<file path="src/rtl/fir_poly_bank_mc.sv">
// ---------------------------------------------------------------------------
// fir_poly_bank_mc
//
// Multi-channel polyphase FIR sub-filter bank. Each accepted input beat
// carries one signed sample per channel. The samples are shifted into
// per-channel delay lines of BANK_LEN taps. A single multiply-accumulate
// unit is then shared across the channels, one tap per cycle. One dot product
// per channel leaves over a valid/ready output, either sign-extended or
// saturated to OUTPUT_WIDTH.
//
// Ports:
//   clk           sole clock, rising edge
//   rst           synchronous reset, active-high
//   coef_wr_en    coefficient write strobe (honoured only while idle)
//   coef_wr_addr  coefficient index k (dropped when k >= BANK_LEN)
//   coef_wr_data  signed coefficient value
//   din           N_CHAN packed samples, channel c at [c*INPUT_WIDTH +: INPUT_WIDTH]
//   din_valid     input beat valid
//   din_ready     high only while idle and out of reset
//   dout          signed filter result for channel dout_chan
//   dout_chan     channel index of dout
//   dout_valid    result valid, held until accepted
//   dout_ready    downstream accepts result
// ---------------------------------------------------------------------------
module fir_poly_bank_mc #(
  parameter int BANK_LEN     = 6,
  parameter int N_CHAN       = 2,
  parameter int INPUT_WIDTH  = 12,
  parameter int TAP_WIDTH    = 16,
  parameter int OUTPUT_WIDTH = 35,
  localparam int ACC_W = INPUT_WIDTH + TAP_WIDTH + $clog2(BANK_LEN),
  localparam int AW    = (BANK_LEN > 1) ? $clog2(BANK_LEN) : 1,
  localparam int CW    = (N_CHAN > 1) ? $clog2(N_CHAN) : 1
) (
  input  logic                             clk,
  input  logic                             rst,
  input  logic                             coef_wr_en,
  input  logic [AW-1:0]                    coef_wr_addr,
  input  logic signed [TAP_WIDTH-1:0]      coef_wr_data,
  input  logic [N_CHAN*INPUT_WIDTH-1:0]    din,
  input  logic                             din_valid,
  output logic                             din_ready,
  output logic [OUTPUT_WIDTH-1:0]          dout,
  output logic [CW-1:0]                    dout_chan,
  output logic                             dout_valid,
  input  logic                             dout_ready
);

  localparam logic [1:0] ST_IDLE = 2'd0;
  localparam logic [1:0] ST_MAC  = 2'd1;
  localparam logic [1:0] ST_OUT  = 2'd2;

  localparam int PROD_W = INPUT_WIDTH + TAP_WIDTH;

  // One extra bit so BANK_LEN itself is representable even when it is a power of two.
  localparam logic [AW:0]   BANK_LEN_X = (AW+1)'(BANK_LEN);
  localparam logic [AW-1:0] K_LAST     = AW'(BANK_LEN - 1);
  localparam logic [CW-1:0] CHAN_LAST  = CW'(N_CHAN - 1);

  logic [1:0]                    state_q, state_d;
  logic [CW-1:0]                 chan_q, chan_d;
  logic [AW-1:0]                 k_q, k_d;
  logic signed [ACC_W-1:0]       acc_q, acc_d;
  logic signed [TAP_WIDTH-1:0]   coef_q [BANK_LEN];
  logic signed [TAP_WIDTH-1:0]   coef_d [BANK_LEN];
  logic signed [INPUT_WIDTH-1:0] hist_q [N_CHAN][BANK_LEN];
  logic signed [INPUT_WIDTH-1:0] hist_d [N_CHAN][BANK_LEN];

  logic                          din_accept;
  logic                          coef_wr_ok;
  logic signed [PROD_W-1:0]      prod;
  logic signed [ACC_W-1:0]       term;

  // Input is only taken while idle. Reset also masks ready, so a beat offered
  // in a reset cycle is never treated as accepted.
  assign din_ready  = (state_q == ST_IDLE) && !rst;
  assign din_accept = din_valid && din_ready;
  assign coef_wr_ok = coef_wr_en && (state_q == ST_IDLE) &&
                      ({1'b0, coef_wr_addr} < BANK_LEN_X);

  assign dout_valid = (state_q == ST_OUT);
  assign dout_chan  = chan_q;

  // The single shared multiplier. It forms the product of the current tap and
  // the channel sample, then sign-extends it into the accumulator width.
  always_comb begin
    prod = PROD_W'(coef_q[k_q]) * PROD_W'(hist_q[chan_q][k_q]);
    term = ACC_W'(prod);
  end

  // Next-state logic for the controller, the delay lines, the coefficient
  // store and the accumulator. The coefficient write is applied here together
  // with a coincident input beat. MAC reads the registered copy from the
  // following cycle, so that beat already sees the new value.
  always_comb begin
    state_d = state_q;
    chan_d  = chan_q;
    k_d     = k_q;
    acc_d   = acc_q;
    coef_d  = coef_q;
    hist_d  = hist_q;

    if (coef_wr_ok) begin
      coef_d[coef_wr_addr] = coef_wr_data;
    end

    case (state_q)
      ST_IDLE: begin
        if (din_accept) begin
          for (int c = 0; c < N_CHAN; c++) begin
            for (int k = 1; k < BANK_LEN; k++) begin
              hist_d[c][k] = hist_q[c][k-1];
            end
            hist_d[c][0] = din[c*INPUT_WIDTH +: INPUT_WIDTH];
          end
          chan_d  = '0;
          k_d     = '0;
          state_d = ST_MAC;
        end
      end

      ST_MAC: begin
        acc_d = ((k_q == '0) ? '0 : acc_q) + term;
        if (k_q == K_LAST) begin
          k_d     = '0;
          state_d = ST_OUT;
        end else begin
          k_d = k_q + 1'b1;
        end
      end

      ST_OUT: begin
        if (dout_ready) begin
          if (chan_q != CHAN_LAST) begin
            chan_d  = chan_q + 1'b1;
            k_d     = '0;
            state_d = ST_MAC;
          end else begin
            state_d = ST_IDLE;
          end
        end
      end

      default: begin
        state_d = ST_IDLE;
      end
    endcase
  end

  // State register with synchronous reset. Reset clears everything, including
  // the coefficients and delay lines, so a partial result in flight is simply lost.
  always_ff @(posedge clk) begin
    if (rst) begin
      state_q <= ST_IDLE;
      chan_q  <= '0;
      k_q     <= '0;
      acc_q   <= '0;
      for (int k = 0; k < BANK_LEN; k++) begin
        coef_q[k] <= '0;
      end
      for (int c = 0; c < N_CHAN; c++) begin
        for (int k = 0; k < BANK_LEN; k++) begin
          hist_q[c][k] <= '0;
        end
      end
    end else begin
      state_q <= state_d;
      chan_q  <= chan_d;
      k_q     <= k_d;
      acc_q   <= acc_d;
      coef_q  <= coef_d;
      hist_q  <= hist_d;
    end
  end

  // Output conversion. The accumulator is stable for the whole OUT state, so
  // dout holds steady under backpressure without an extra register.
  generate
    if (OUTPUT_WIDTH >= ACC_W) begin : g_ext
      assign dout = OUTPUT_WIDTH'(acc_q);
    end else begin : g_sat
      localparam logic signed [ACC_W-1:0] MAX_V =
        {{(ACC_W-OUTPUT_WIDTH+1){1'b0}}, {(OUTPUT_WIDTH-1){1'b1}}};
      localparam logic signed [ACC_W-1:0] MIN_V = ~MAX_V;

      // Clamp to the signed range of OUTPUT_WIDTH.
      always_comb begin
        if (acc_q > MAX_V) begin
          dout = MAX_V[OUTPUT_WIDTH-1:0];
        end else if (acc_q < MIN_V) begin
          dout = MIN_V[OUTPUT_WIDTH-1:0];
        end else begin
          dout = acc_q[OUTPUT_WIDTH-1:0];
        end
      end
    end
  endgenerate

endmodule

</file>
<file path="config.mk">
export PLATFORM = sky130hd
export DESIGN_NAME = fir_poly_bank_mc
export DESIGN_NICKNAME = d
export VERILOG_FILES = /design/src/rtl/fir_poly_bank_mc.sv
export SDC_FILE = /design/constraint.sdc
export NUM_CORES = 1
export LEC_CHECK = 0
export BUFFER_PORTS_ARGS = -buffer_cell sky130_fd_sc_hd__buf_4
export CORE_MARGIN = 2
export CORE_UTILIZATION = 55
export DETAILED_ROUTE_END_ITERATION = 10
export PLACE_DENSITY_LB_ADDON = 0.2
export RECOVER_POWER = 100
export SLEW_MARGIN = 20
export SYNTH_ARGS = -nofsm -noshare
export SYNTH_HDL_FRONTEND = slang
export SYNTH_SLANG_ARGS = --single-unit
</file>
<file path="constraint.sdc">
create_clock -name clk -period 10.5 [get_ports clk]
set_input_delay 0.525 -clock clk [delete_from_list [all_inputs] [get_ports clk]]
set_output_delay 0.525 -clock clk [all_outputs]
set_load 0.005 [all_outputs]
</file>
==> metrics list, run 1 <==
- By area the synthesized netlist is led by dfxtp_1 27%, fa_1 18%, nand2_1 9.8%.
* Placed cell area: 21200 um2
- Reported leakage power: 0.009491 uW
* Violated checks: capacitance limit, slew limit
- After clock tree synthesis, the setup repair step added 0 buffers.
- Via count: 16445
- After layout, the minimum clock period comes to 9552 ps.
- Post-synthesis cell type with the largest combined area: dfxtp_1
- Initial antenna violation count: 0
- # port buffers: 85
- Cell family with the largest share of critical-path delay: adder cells
- CP required: 10950 ps
* Most common flop cell mapped by yosys: dfxtp_1
- Final cell count without fillers: 2913
- Kind of start point of the critical path: register
- In this run the number of cells on the critical path is 33.
* Yosys warns: 0
* Sum of net half-perimeters after detailed placement: 34560 um
* Worst Setup EP: acc_q[28]
- Stage delay of the slowest cell on the critical path: 710 ps
* Die area: 38360 um2
* Worst-skew pair later-pin latency: 570 ps
- In this run the deepest clock path goes through 3 buffers.
* Fillers: 3234
* Global-route wire length before repair: 80990 um
- Cell total after placement: 2858
- Unrepaired setup endpoints after global routing: no
* #FFs+latches synth: 277
* Met2 WL post-DR: 23930 um
* Count of final max-slew check failures: 300
- Critical-path maximum fanout: 14
- Result of the run: finished, violations left
- Count of H-tree levels built during CTS: 1
* Hold Vio Cnt, Final: 0
* Dominant cell type by count on the critical path: fa_1
- In this run the count of I/O pins placed on the die edge is 86.
- Count of distinct cell types in the synthesized netlist: 73
- Number of instances in the synthesized netlist: 2408
- The startpoint identified for the worst register-to-register timing path is k_q[2].
- The number of cells on the worst reg-to-reg path is 33.
- The number of global-route vias before repair was 16174.
* Root Driver: clkbuf_16
- Switching power: 685.8 uW
- Fin worst setup slack: 947.7 ps
- Y dimension of the die: 195.9 um
- Post-Route M1 WL: 20810 um
- Per report_power, the clock group accounts for 44.2% of the total.
* Number of sinks driven by the clock tree: 277
- After routing the design area is 22220 um2.
* Core Box Area: 36430 um2
- Synth top area share: 27.39%
* Pint: 1922 uW
* Final worst-path cycle share: 90.97%
- IR analysis of the VDD net gives a maximum drop of 133.3 uV.
* DRC violations left: 0
- Data on the critical path arrives at its endpoint at 10000 ps.
- Start point of the critical path: k_q[2]
- Effective utilization at floorplan: 55.56%
- Class of the tightest hold or removal check: input port to register
* Fmax achieved: 104.7 MHz
* Final routed wirelength across all metal layers: 48910 um
- The count of nets left with antenna violations once routing finished came out at 0.
* Power density over cell area: 117.4 nW/um2
- Drt via density: 5.645
- Slowest library cell on the worst path: dfxtp_1
- The worst pin sits at a relative slew slack of -222.4%.
- Counting the buffers created by CTS gives 30.
- Max-cap violations in this run came to 4.
- The share of the Yosys chip area taken by registers is 27.39%.
- The synthesized design contains 0 enable-type register cells.
- After the last flow step, the layout net total stands at 2738.
- The tightest hold path in the finished design has a slack of 152.3 ps.
- After clock tree synthesis, the repair step resized 0 gates.
* Highest metal layer with signal wires: met4
- Entering global routing, the biggest net connects 139 pins.
* Mean area per synthesized cell: 8.407 um2
- Horiz. Die Dim: 195.9 um
- Final Skew: 18.92 ps
* Asr flop ratio synth: 0%
- Setup crit end kind: register
* Post-Place Setup Slack: 1289 ps
* Detailed-routing iteration count for the pre-antenna-repair pass: 5
- Reg2Reg Setup Slack: 950 ps
- At the pin with the least slew margin, the transition time is 4836 ps.
* Clock tree from TritonCTS: yes
- After synthesis the cells add up to 20240 um2.
* WL/cell: 16.79 um
- Global placement routability congestion: 0.8611
- Global route total overflow: 0
- Of the total power, the share spent switching nets is 26.30%.
- Sequential share of power: 42.3%
- Number of nets produced by synthesis: 2724
- Summed over all failing endpoints, the final setup total negative slack is 0 ps.
- Total Routing Usage GR: 25.87%
* Seq. cell area: 5553 um2
- DRC marker count from the first detailed-route iteration: 1043
- Met3 wire length: 2846 um
- Clock-pin slew was measured on the worst setup and hold paths at 60 ps.
* Terminus of the critical flop-to-flop path: acc_q[28]
* Area taken by multi-input logic gates: 13120 um2
* Number of antenna cells inserted: 0
- The post-route netlist has 9.652% of its cells at a drive strength greater than 1.
- Area grow syn2layout: 9.772%
* Crit path buf inv count: 6
* Total of hold buffers inserted after clock tree synthesis: 0
- The floorplan has 70 rows.
- The worst setup path is of the register to register kind.
* Final setup violating endpoints: 0
- Combinational logic burns 13.5% of the power.
[power by group through the flow]
stage	Combinational [uW]	Sequential, uW	Clock [uW]
2_1_floorplan	253	1110	0
3_3_place_gp	344	1130	0
3_5_place_dp	352	1130	0
4_1_cts	354	1100	1170
5_1_grt	390	1110	1210
6_report	352	1100	1150
[layer usage]
metal	global-route usage [%]	up-vias
li1	-	7857
met1	33.58	8059
met2	44.81	447
met3	3.799	82
met4	7.884	0
met5	0	-
[metrics by stage]
step / total power (uW) / utilization, %
after floorplan: 1366 / -
after global placement: 1471 / 58.17
after detailed placement: 1479 / 58.18
after CTS: 2628 / 61.17
after global routing: 2707 / 60.99
final: 2608 / 60.99
[tightest hold or removal path, cell delays in order]
cell     delay (ps)
buf_4            80
nand2_1          30
o21ai_0          50
[registers in the layout (all words and copies together), names as in the netlist]
| signal | cells |
|---|---|
| k_q | 3 |
| hist_q | 144 |
| coef_q | 96 |
| acc_q | 31 |
| dout_chan | 1 |
| state_q | 2 |
[synth_stat cells, drive strengths merged (2+ instances only)]
cell     number
o2bb2ai       9
a21o         24
nand2b       27
a311o         2
nor4          4
clkbuf      108
xnor2        34
ha           89
and4          2
and2         28
o311ai        2
nor2b        60
nand4         6
or3           2
inv         247
or2           9
nand3b        3
buf          39
o21a          8
a31o          4
nor4b         4
o211ai        3
xor2         10
a32oi        15
nand2       528
o31ai         7
and3          7
a211oi       10
nor2        152
a21boi        2
nand3        11
fa          179
mux4         39
a31oi         9
o22ai        12
mux2i        89
nor3         14
dfxtp       277
a21oi       116
a41oi         2
o21bai       12
a311oi        3
o21ai       186
[kinds of logic after synthesis]
group / synth area share, %
AOI/OAI and AO/OA: 12.75
xor gates and xnor gates: 1.904
adders and majority gates: 23.20
buffers and inverters: 7.683
DFF: 27.39
muxes: 8.795
and+or+nand+nor: 18.27
[how the worst min path moves through the flow]
stage / from / endpoint / slack [ps] / cells after the start
finish: din[14] / hist_q[62] / 150 / 3
global route: din[3] / hist_q[135] / 150 / 3
CTS: din[12] / hist_q[60] / 130 / 3
detailed placement: coef_q[77] / coef_q[77] / 450 / 2
global placement: coef_q[31] / coef_q[31] / 440 / 2
floorplan: coef_q[65] / coef_q[65] / 430 / 2
[cells in the final DEF, fill, tap and decap left out, types with 9 or more instances in the layout]
| cell | count |
|---|---|
| nand2b_1 | 27 |
| o21ai_0 | 183 |
| a21o_1 | 24 |
| a32oi_1 | 15 |
| xnor2_1 | 34 |
| nand2_1 | 528 |
| o22ai_1 | 12 |
| clkbuf_4 | 33 |
| nor3_1 | 13 |
| mux4_2 | 39 |
| o21bai_1 | 12 |
| a31oi_1 | 9 |
| clkbuf_16 | 31 |
| buf_4 | 87 |
| dfxtp_1 | 275 |
| fa_1 | 179 |
| clkbuf_1 | 11 |
| nor2_1 | 151 |
| a211oi_1 | 10 |
| and2_1 | 25 |
| xor2_1 | 10 |
| clkbuf_8 | 11 |
| mux2i_1 | 89 |
| or2_2 | 9 |
| nor2b_1 | 60 |
| inv_1 | 246 |
| nand3_1 | 11 |
| ha_1 | 89 |
| a21oi_1 | 115 |
[cell type report]
type	instances	share of cell area, %
Multi-Input combinational cell	1737	59.05
Sequential cell	277	24.99
Timing Repair Buffer	129	4.240
Clock buffer	45	4.223
Inverter	247	4.178
Tap cell	468	2.635
Clock inverter	10	0.6869
Note: power is estimated with default switching activity, not from simulation.
==> run 2, diff against run 1 <==
--- a/config.mk
+++ b/config.mk
@@ -9,8 +9,10 @@
 export CORE_MARGIN = 2
 export CORE_UTILIZATION = 55
 export DETAILED_ROUTE_END_ITERATION = 10
+export MAX_ROUTING_LAYER = met4
 export PLACE_DENSITY_LB_ADDON = 0.2
 export RECOVER_POWER = 100
+export REMOVE_ABC_BUFFERS = 1
 export SLEW_MARGIN = 20
 export SYNTH_ARGS = -nofsm -noshare
 export SYNTH_HDL_FRONTEND = slang
==> run 2 against run 1 <==
The flow still finishes with violations (capacitance limit, slew limit). Die area is the same. Critical path depth shrank 1. Largest power group unchanged. Via count shrank 1.2%.
==> metrics list, run 2 (synthesized netlist as in run 1, its figures left out) <==
- Global route total overflow: 0 (unchanged)
- Worst hold margin: 138.4 ps (was 152.3 ps)
* Actual slew at the worst max-slew pin: 4417 ps (was 4836 ps)
* Startpoint of the lowest-slack register-to-register path: k_q[1] (was k_q[2])
- Drt via density: 5.569 (was 5.645)
- The final routed DRC violation total is 0 (unchanged).
* Class of the tightest hold or removal check: input port to register (unchanged)
- The number of diodes added for antenna fixing came to 0 (unchanged).
- Count of maximum capacitance violations: 6 (was 4)
- I/O pin count: 86 (unchanged)
* Final setup violating endpoints: 0 (unchanged)
* Total of hold buffers inserted after clock tree synthesis: 0 (unchanged)
- The clock tree from TritonCTS was yes (unchanged).
- Unrepaired setup endpoints after global routing: no (unchanged)
- The number of standard-cell rows in the floorplan was 70 (unchanged).
* Violated checks: capacitance limit, slew limit (unchanged)
- The cell repeated most along the worst path was fa_1 (unchanged).
* Y dimension of the die: 195.9 um (unchanged)
- The placed standard-cell area was 21200 um2 (about the same).
- Reported leakage power: 0.009495 uW (was 0.009491 uW)
- The element type at the critical path start is a register (unchanged).
* Number of cells on the worst hold path: 3 (unchanged)
- Hold Vio Cnt, Final: 0 (unchanged)
- Minimum clock period: 9565 ps (was 9552 ps)
* Core Box Area: 36430 um2 (unchanged)
- Post-Layout Inst Area: 22250 um2 (was 22220 um2)
- Detailed-routing iteration count for the pre-antenna-repair pass: 6 (was 5)
* Remaining number of nets flagged by the antenna check after routing: 0 (unchanged)
- The peak ir drop on the vdd network is 171.5 uV (was 133.3 uV).
- Terminus of the critical flop-to-flop path: acc_q[28] (unchanged)
- Total Routing Usage GR: 25.75% (was 25.87%)
- Crit path buf inv count: 4 (was 6)
- The number of global-route vias before repair was 16340 (was 16174).
- The post-cts repair resize count came to 0 (unchanged).
* Start point of the critical path: k_q[1] (was k_q[2])
- The clock tree root driver cell was clkbuf_16 (unchanged).
- Final routed wirelength across all metal layers: 46520 um (was 48910 um)
- Fillers: 3191 (was 3234)
- The number of flip-flops under the largest register name was 144 (unchanged).
- The register with the most flip-flops was hist_q (unchanged).
- The peak fanout along the critical path was 45 (was 14).
- The commonest non-fill, non-tap cell in the layout was nand2_1 (unchanged).
* Slowest library cell on the worst path: o22ai_1 (was dfxtp_1)
- The post-route core utilization was 61.05% (was 60.99%).
- The number of buffers created by CTS was 31 (was 30).
- CP required: 10980 ps (was 10950 ps)
- Initial antenna violation count: 0 (unchanged)
- Number of sinks driven by the clock tree: 277 (unchanged)
* Cell family with the largest share of critical-path delay: compound AO/OA/AOI/OAI gates (was adder cells)
- Setup Buffers After CTS: 0 (unchanged)
- Via count: 16251 (was 16445)
- The pin count of the biggest net entering global routing was 136 (was 139).
- The worst min-delay path endpoint was hist_q[140] (was hist_q[62]).
- Sum of net half-perimeters after detailed placement: 32580 um (was 34560 um)
- The register clock-pin slew on the reported worst setup and hold paths is 60 ps (about the same).
- Die area: 38360 um2 (unchanged)
- WL/cell: 15.94 um (was 16.79 um)
- Total power draw: 2584 uW (was 2608 uW)
* Signal arrival time at the worst endpoint: 10040 ps (was 10000 ps)
- Stage delay of the slowest cell on the critical path: 860 ps (was 710 ps)
* Number of nets in the final layout: 2741 (was 2738)
* # port buffers: 85 (unchanged)
- Global-route wire length before repair: 79070 um (was 80990 um)
- The initial core utilization came to 55.56% (unchanged).
* Seq. cell area: 5553 um2 (unchanged)
- Count of final max-slew check failures: 445 (was 300)
- The areal power density over the cells was 116.2 nW/um2 (was 117.4 nW/um2).
- Highest-count cells in the layout ignoring fill and taps: 528 x nand2_1, 275 x dfxtp_1, 246 x inv_1 (unchanged)
- Kind of critical path: register to register (unchanged)
- Layout cell share with drive strength beyond 1: 9.755% (was 9.652%)
- Cell total after placement: 2859 (was 2858)
* DRC marker count from the first detailed-route iteration: 972 (was 1043)
* Start point of the worst hold path: din[8] (was din[14])
- Fmax achieved: 104.5 MHz (was 104.7 MHz)
- Global placement routability congestion: 0.8701 (was 0.8611)
- Worst-skew pair later-pin latency: 590 ps (was 570 ps)
- Area taken by multi-input logic gates: 13130 um2 (was 13120 um2)
- The normalized max-slew margin came to -194.5% (was -222.4%).
* Count of H-tree levels built during CTS: 1 (unchanged)
- Final worst-path cycle share: 91.10% (was 90.97%)
- Area grow syn2layout: 9.889% (was 9.772%)
- Final Skew: 15.18 ps (was 18.92 ps)
* Reg2Reg Setup Slack: 930 ps (was 950 ps)
* Horiz. Die Dim: 195.9 um (unchanged)
- Registers with the most flip-flops: hist_q: 144 flops, coef_q: 96 flops, acc_q: 31 flops (unchanged).
* Final cell count without fillers: 2918 (was 2913)
- Maximum root-to-sink buffer count: 3 (unchanged)
- Result of the run: finished, violations left (unchanged).
- The depth of the worst register-to-register path came to 32 (was 33).
* Setup crit end kind: register (unchanged)
[run 2: changes by cell type in the layout (fill, tap and decap cells not counted), sizes merged]
cell    delta
clkinv     +4
inv        +2
clkbuf     -1
[run 2: layout make-up]
type | count | area share (%)
multi-input combinational | 1737 | 59.00
sequential | 277 | 24.96
timing repair buffer | 131 | 4.393
inverter | 247 | 4.179
clock buffer | 42 | 3.898
tap | 468 | 2.632
clock inverter | 16 | 0.9337
[run 2: worst max-delay path by stage]
stage                            to  slack, ps  depth (start not counted)
after floorplan           acc_q[28]        -70                         32
after global placement    acc_q[28]       1500                         32
after detailed placement  acc_q[28]       1330                         33
after CTS                 acc_q[28]       1300                         32
after global routing      acc_q[28]        270                         32
final                     acc_q[28]        930                         32
[run 2: report_power, final]
part           total, uW  switching (uW)  internal [uW]
sequential          1100            26.6           1080
clock               1130             455            679
combinational        347             210            136
total               2580             692           1890
[run 2: worst reg2reg max path: cells and delay by family, from the launching register on]
kind                     cells  cell delay, ps
AND/OR/NAND/NOR              4             850
flip-flops                   1             770
adder cells (fa/ha/maj)      7            3100
AO/OA/AOI/OAI               16            3700
multiplexers                 1             330
buffers and inverters        4             710
[run 2: metrics by stage]
| step | setup TNS [ps] | setup slack [ps] |
|---|---|---|
| final | 0 | 934.8 |
| after global placement | 0 | 1501 |
| after floorplan | -71.35 | -71.35 |
| after global routing | 0 | 271.1 |
| after CTS | 0 | 1302 |
| after detailed placement | 0 | 1333 |
[run 2: metal layers]
layer / vias up / global-route usage (%) / part of all wire, %
li1: 7878 / - / -
met1: 7913 / 32.08 / 43
met2: 367 / 44.62 / 50
met3: 93 / 2.613 / 3.9
met4: 0 / 7.492 / 3.0
met5: - / - / 0
==> run 3, diff against run 2 <==
--- a/config.mk
+++ b/config.mk
@@ -7,7 +7,7 @@
 export LEC_CHECK = 0
 export BUFFER_PORTS_ARGS = -buffer_cell sky130_fd_sc_hd__buf_4
 export CORE_MARGIN = 2
-export CORE_UTILIZATION = 55
+export CORE_UTILIZATION = 30
 export DETAILED_ROUTE_END_ITERATION = 10
 export MAX_ROUTING_LAYER = met4
 export PLACE_DENSITY_LB_ADDON = 0.2
==> run 3 against run 2 <==
The run still ends with capacitance limit, slew limit left. Final area increased by 2.7%. Non-clock buffer count unchanged. Sequential power about the same. Highest routed layer unchanged.
==> metrics list, run 3 (synthesized netlist as in run 1, its figures left out) <==
- Count of maximum capacitance violations: 8 (was 6)
* Maximum root-to-sink buffer count: 3 (unchanged)
- The pin count of the biggest net entering global routing is 106 (was 136).
- Drt via density: 4.801 (was 5.569)
- The fraction of layout cells with a size suffix above 1 is 9.695% (was 9.755%).
- Actual slew at the worst max-slew pin: 3766 ps (was 4417 ps)
- Stage delay of the slowest cell on the critical path: 880 ps (was 860 ps)
* Minimum clock period: 9442 ps (was 9565 ps)
- Root Driver: clkbuf_16 (unchanged)
* Number of sinks driven by the clock tree: 277 (unchanged)
- The cell repeated most along the worst path was fa_1 (unchanged).
- Number of flip-flops under the largest register name: 144 (unchanged)
* Number of global-route vias before repair: 16391 (was 16340)
- The highest clock frequency the design can meet was 105.9 MHz (was 104.5 MHz).
- Horiz. Die Dim: 263.8 um (was 195.9 um)
- Number of antenna cells inserted: 0 (unchanged)
* Final setup violating endpoints: 0 (unchanged)
- The area of the core is 67040 um2 (was 36430 um2).
- Count of H-tree levels built during CTS: 2 (was 1)
* Count of final max-slew check failures: 379 (was 445)
* Unrepaired setup endpoints after global routing: no (unchanged)
- Total of cells resized after clock tree synthesis: 0 (unchanged)
- The final routed DRC violation total is 0 (unchanged).
- Total power draw: 2724 uW (was 2584 uW)
* Highest-count cells in the layout ignoring fill and taps: 528 x nand2_1, 275 x dfxtp_1, 246 x inv_1 (unchanged)
- The static leakage power was 0.009520 uW (was 0.009495 uW).
* Hold Vio Cnt, Final: 0 (unchanged)
* Final Skew: 33.10 ps (was 15.18 ps)
- The required time at the endpoint of the critical path is 10960 ps (was 10980 ps).
- The wire length after detailed routing was 52190 um (was 46520 um).
- Peak supply drop: 94.64 uV (was 171.5 uV)
- The I/O pin count came to 86 (unchanged).
- Setup crit end kind: register (unchanged)
- Setup Buffers After CTS: 0 (unchanged)
- Effective utilization at floorplan: 30.20% (was 55.56%)
* Remaining max-slew budget at the tightest pin: -151.2% (was -194.5%)
- The areal power density over the cells came to 119.3 nW/um2 (was 116.2 nW/um2).
- Clock tree from TritonCTS: yes (unchanged)
- Remaining number of nets flagged by the antenna check after routing: 0 (unchanged)
* Total Routing Usage GR: 15.78% (was 25.75%)
- The number of buffers created by CTS is 36 (was 31).
* Slowest library cell on the worst path: dfxtp_4 (was o22ai_1)
* Worst hold margin: 162.6 ps (was 138.4 ps)
* Initial antenna violation count: 0 (unchanged)
* Number of nets in the final layout: 2746 (was 2741)
* DRC marker count from the first detailed-route iteration: 908 (was 972)
- The quantity of hold-fixing buffers added after cts was 0 (unchanged).
* WL/cell: 15.68 um (was 15.94 um)
- Via count: 15977 (was 16251)
* Worst-skew pair later-pin latency: 570 ps (was 590 ps)
- Signal arrival time at the worst endpoint: 9900 ps (was 10040 ps)
* Class of the tightest hold or removal check: input port to register (unchanged)
- The global-route wire length before repair came to 86620 um (was 79070 um).
- Critical-path maximum fanout: 39 (was 45)
- Kind of start point of the critical path: register (unchanged)
* Clock-pin slew reported for the worst setup and hold paths after clock tree synthesis: 60 ps (about the same)
- Die area: 69570 um2 (was 38360 um2)
* Final worst-path cycle share: 89.93% (was 91.10%)
- The height of the die is 263.8 um (was 195.9 um).
* Registers with the most flip-flops: hist_q: 144 flops, coef_q: 96 flops, acc_q: 31 flops (unchanged)
* Leading cell type in the layout, fill and taps excluded: nand2_1 (unchanged)
- The category of the critical setup timing path is register to register (unchanged).
- The growth of design area from synthesis to finish came to 12.84% (was 9.889%).
- Result of the run: finished, violations left (unchanged)
* Number of placement rows: 95 (was 70)
- The number of buffers inserted by port buffering was 85 (unchanged).
* Global placement routability congestion: 0.8309 (was 0.8701)
- Detailed-routing iteration count for the pre-antenna-repair pass: 5 (was 6)
- Sum of net half-perimeters after detailed placement: 36650 um (was 32580 um)
* Violated checks: capacitance limit, slew limit (unchanged)
- Global route total overflow: 0 (unchanged)
- The register with the most flip-flops is hist_q (unchanged).
==> run 3: cell count changes in the layout (fill, tap and decap cells not counted), sizes merged <==
cell      before  now
bufinv         4    3
clkinvlp       2    5
clkbuf        85   91
inv          248  250
clkinv         9    4
==> run 3: per-stage QoR <==
step / worst slack [ps] / TNS, ps / area [um2] / utilization, % / cells
floorplan: -71.35 / -71.35 / 19620 / - / 2261
global placement: 1188 / 0 / 21720 / 32.39 / 3265
detailed placement: 1123 / 0 / 21730 / 32.41 / 3265
CTS: 1090 / 0 / 22930 / 34.21 / 3328
global route: 231.7 / 0 / 22840 / 34.07 / 3328
finish: 1058 / 0 / 22840 / 34.07 / 3328
==> run 3: layout make-up <==
type	instances	area, um2
multi-input combinational	1737	13130
timing repair buffer	131	935.9
sequential	277	5553
clock buffer	48	1007
inverter	247	929.6
fill	7033	44200
clock inverter	15	198.9
tap	873	1092
==> run 3: critical path: cells and delay by family (launching register included) <==
kind	cells	cell delay, ps
AND/OR/NAND/NOR	4	1210
buffers and inverters	6	960
multiplexers	1	330
AO/OA/AOI/OAI	15	2790
flip-flops	1	880
adder cells (fa/ha/maj)	7	3160
==> run 3: path summary, 6_finish.rpt <==
kind                    from  slack [ps]  depth (start not counted)          to
setup / recovery      k_q[0]        1060                         33   acc_q[28]
hold / removal       din[17]         160                          3  hist_q[65]
setup reg to reg      k_q[0]        1060                         33   acc_q[28]
hold reg to reg   coef_q[65]         450                          2  coef_q[65]
==> run 3: metal layers <==
| metal | wire length (um) | track usage, % |
|---|---|---|
| met3 | 1650 | 2.125 |
| met4 | 1139 | 4.115 |
| met1 | 22430 | 18.71 |
| met2 | 26970 | 28.09 |
| met5 | 0 | - |
==> run 3: power breakdown <==
group	internal [uW]	switching [uW]	leakage [uW]
sequential	1080	28.4	0.00224
clock	758	511	0.000577
combinational	135	215	0.00670
total	1970	755	0.00952
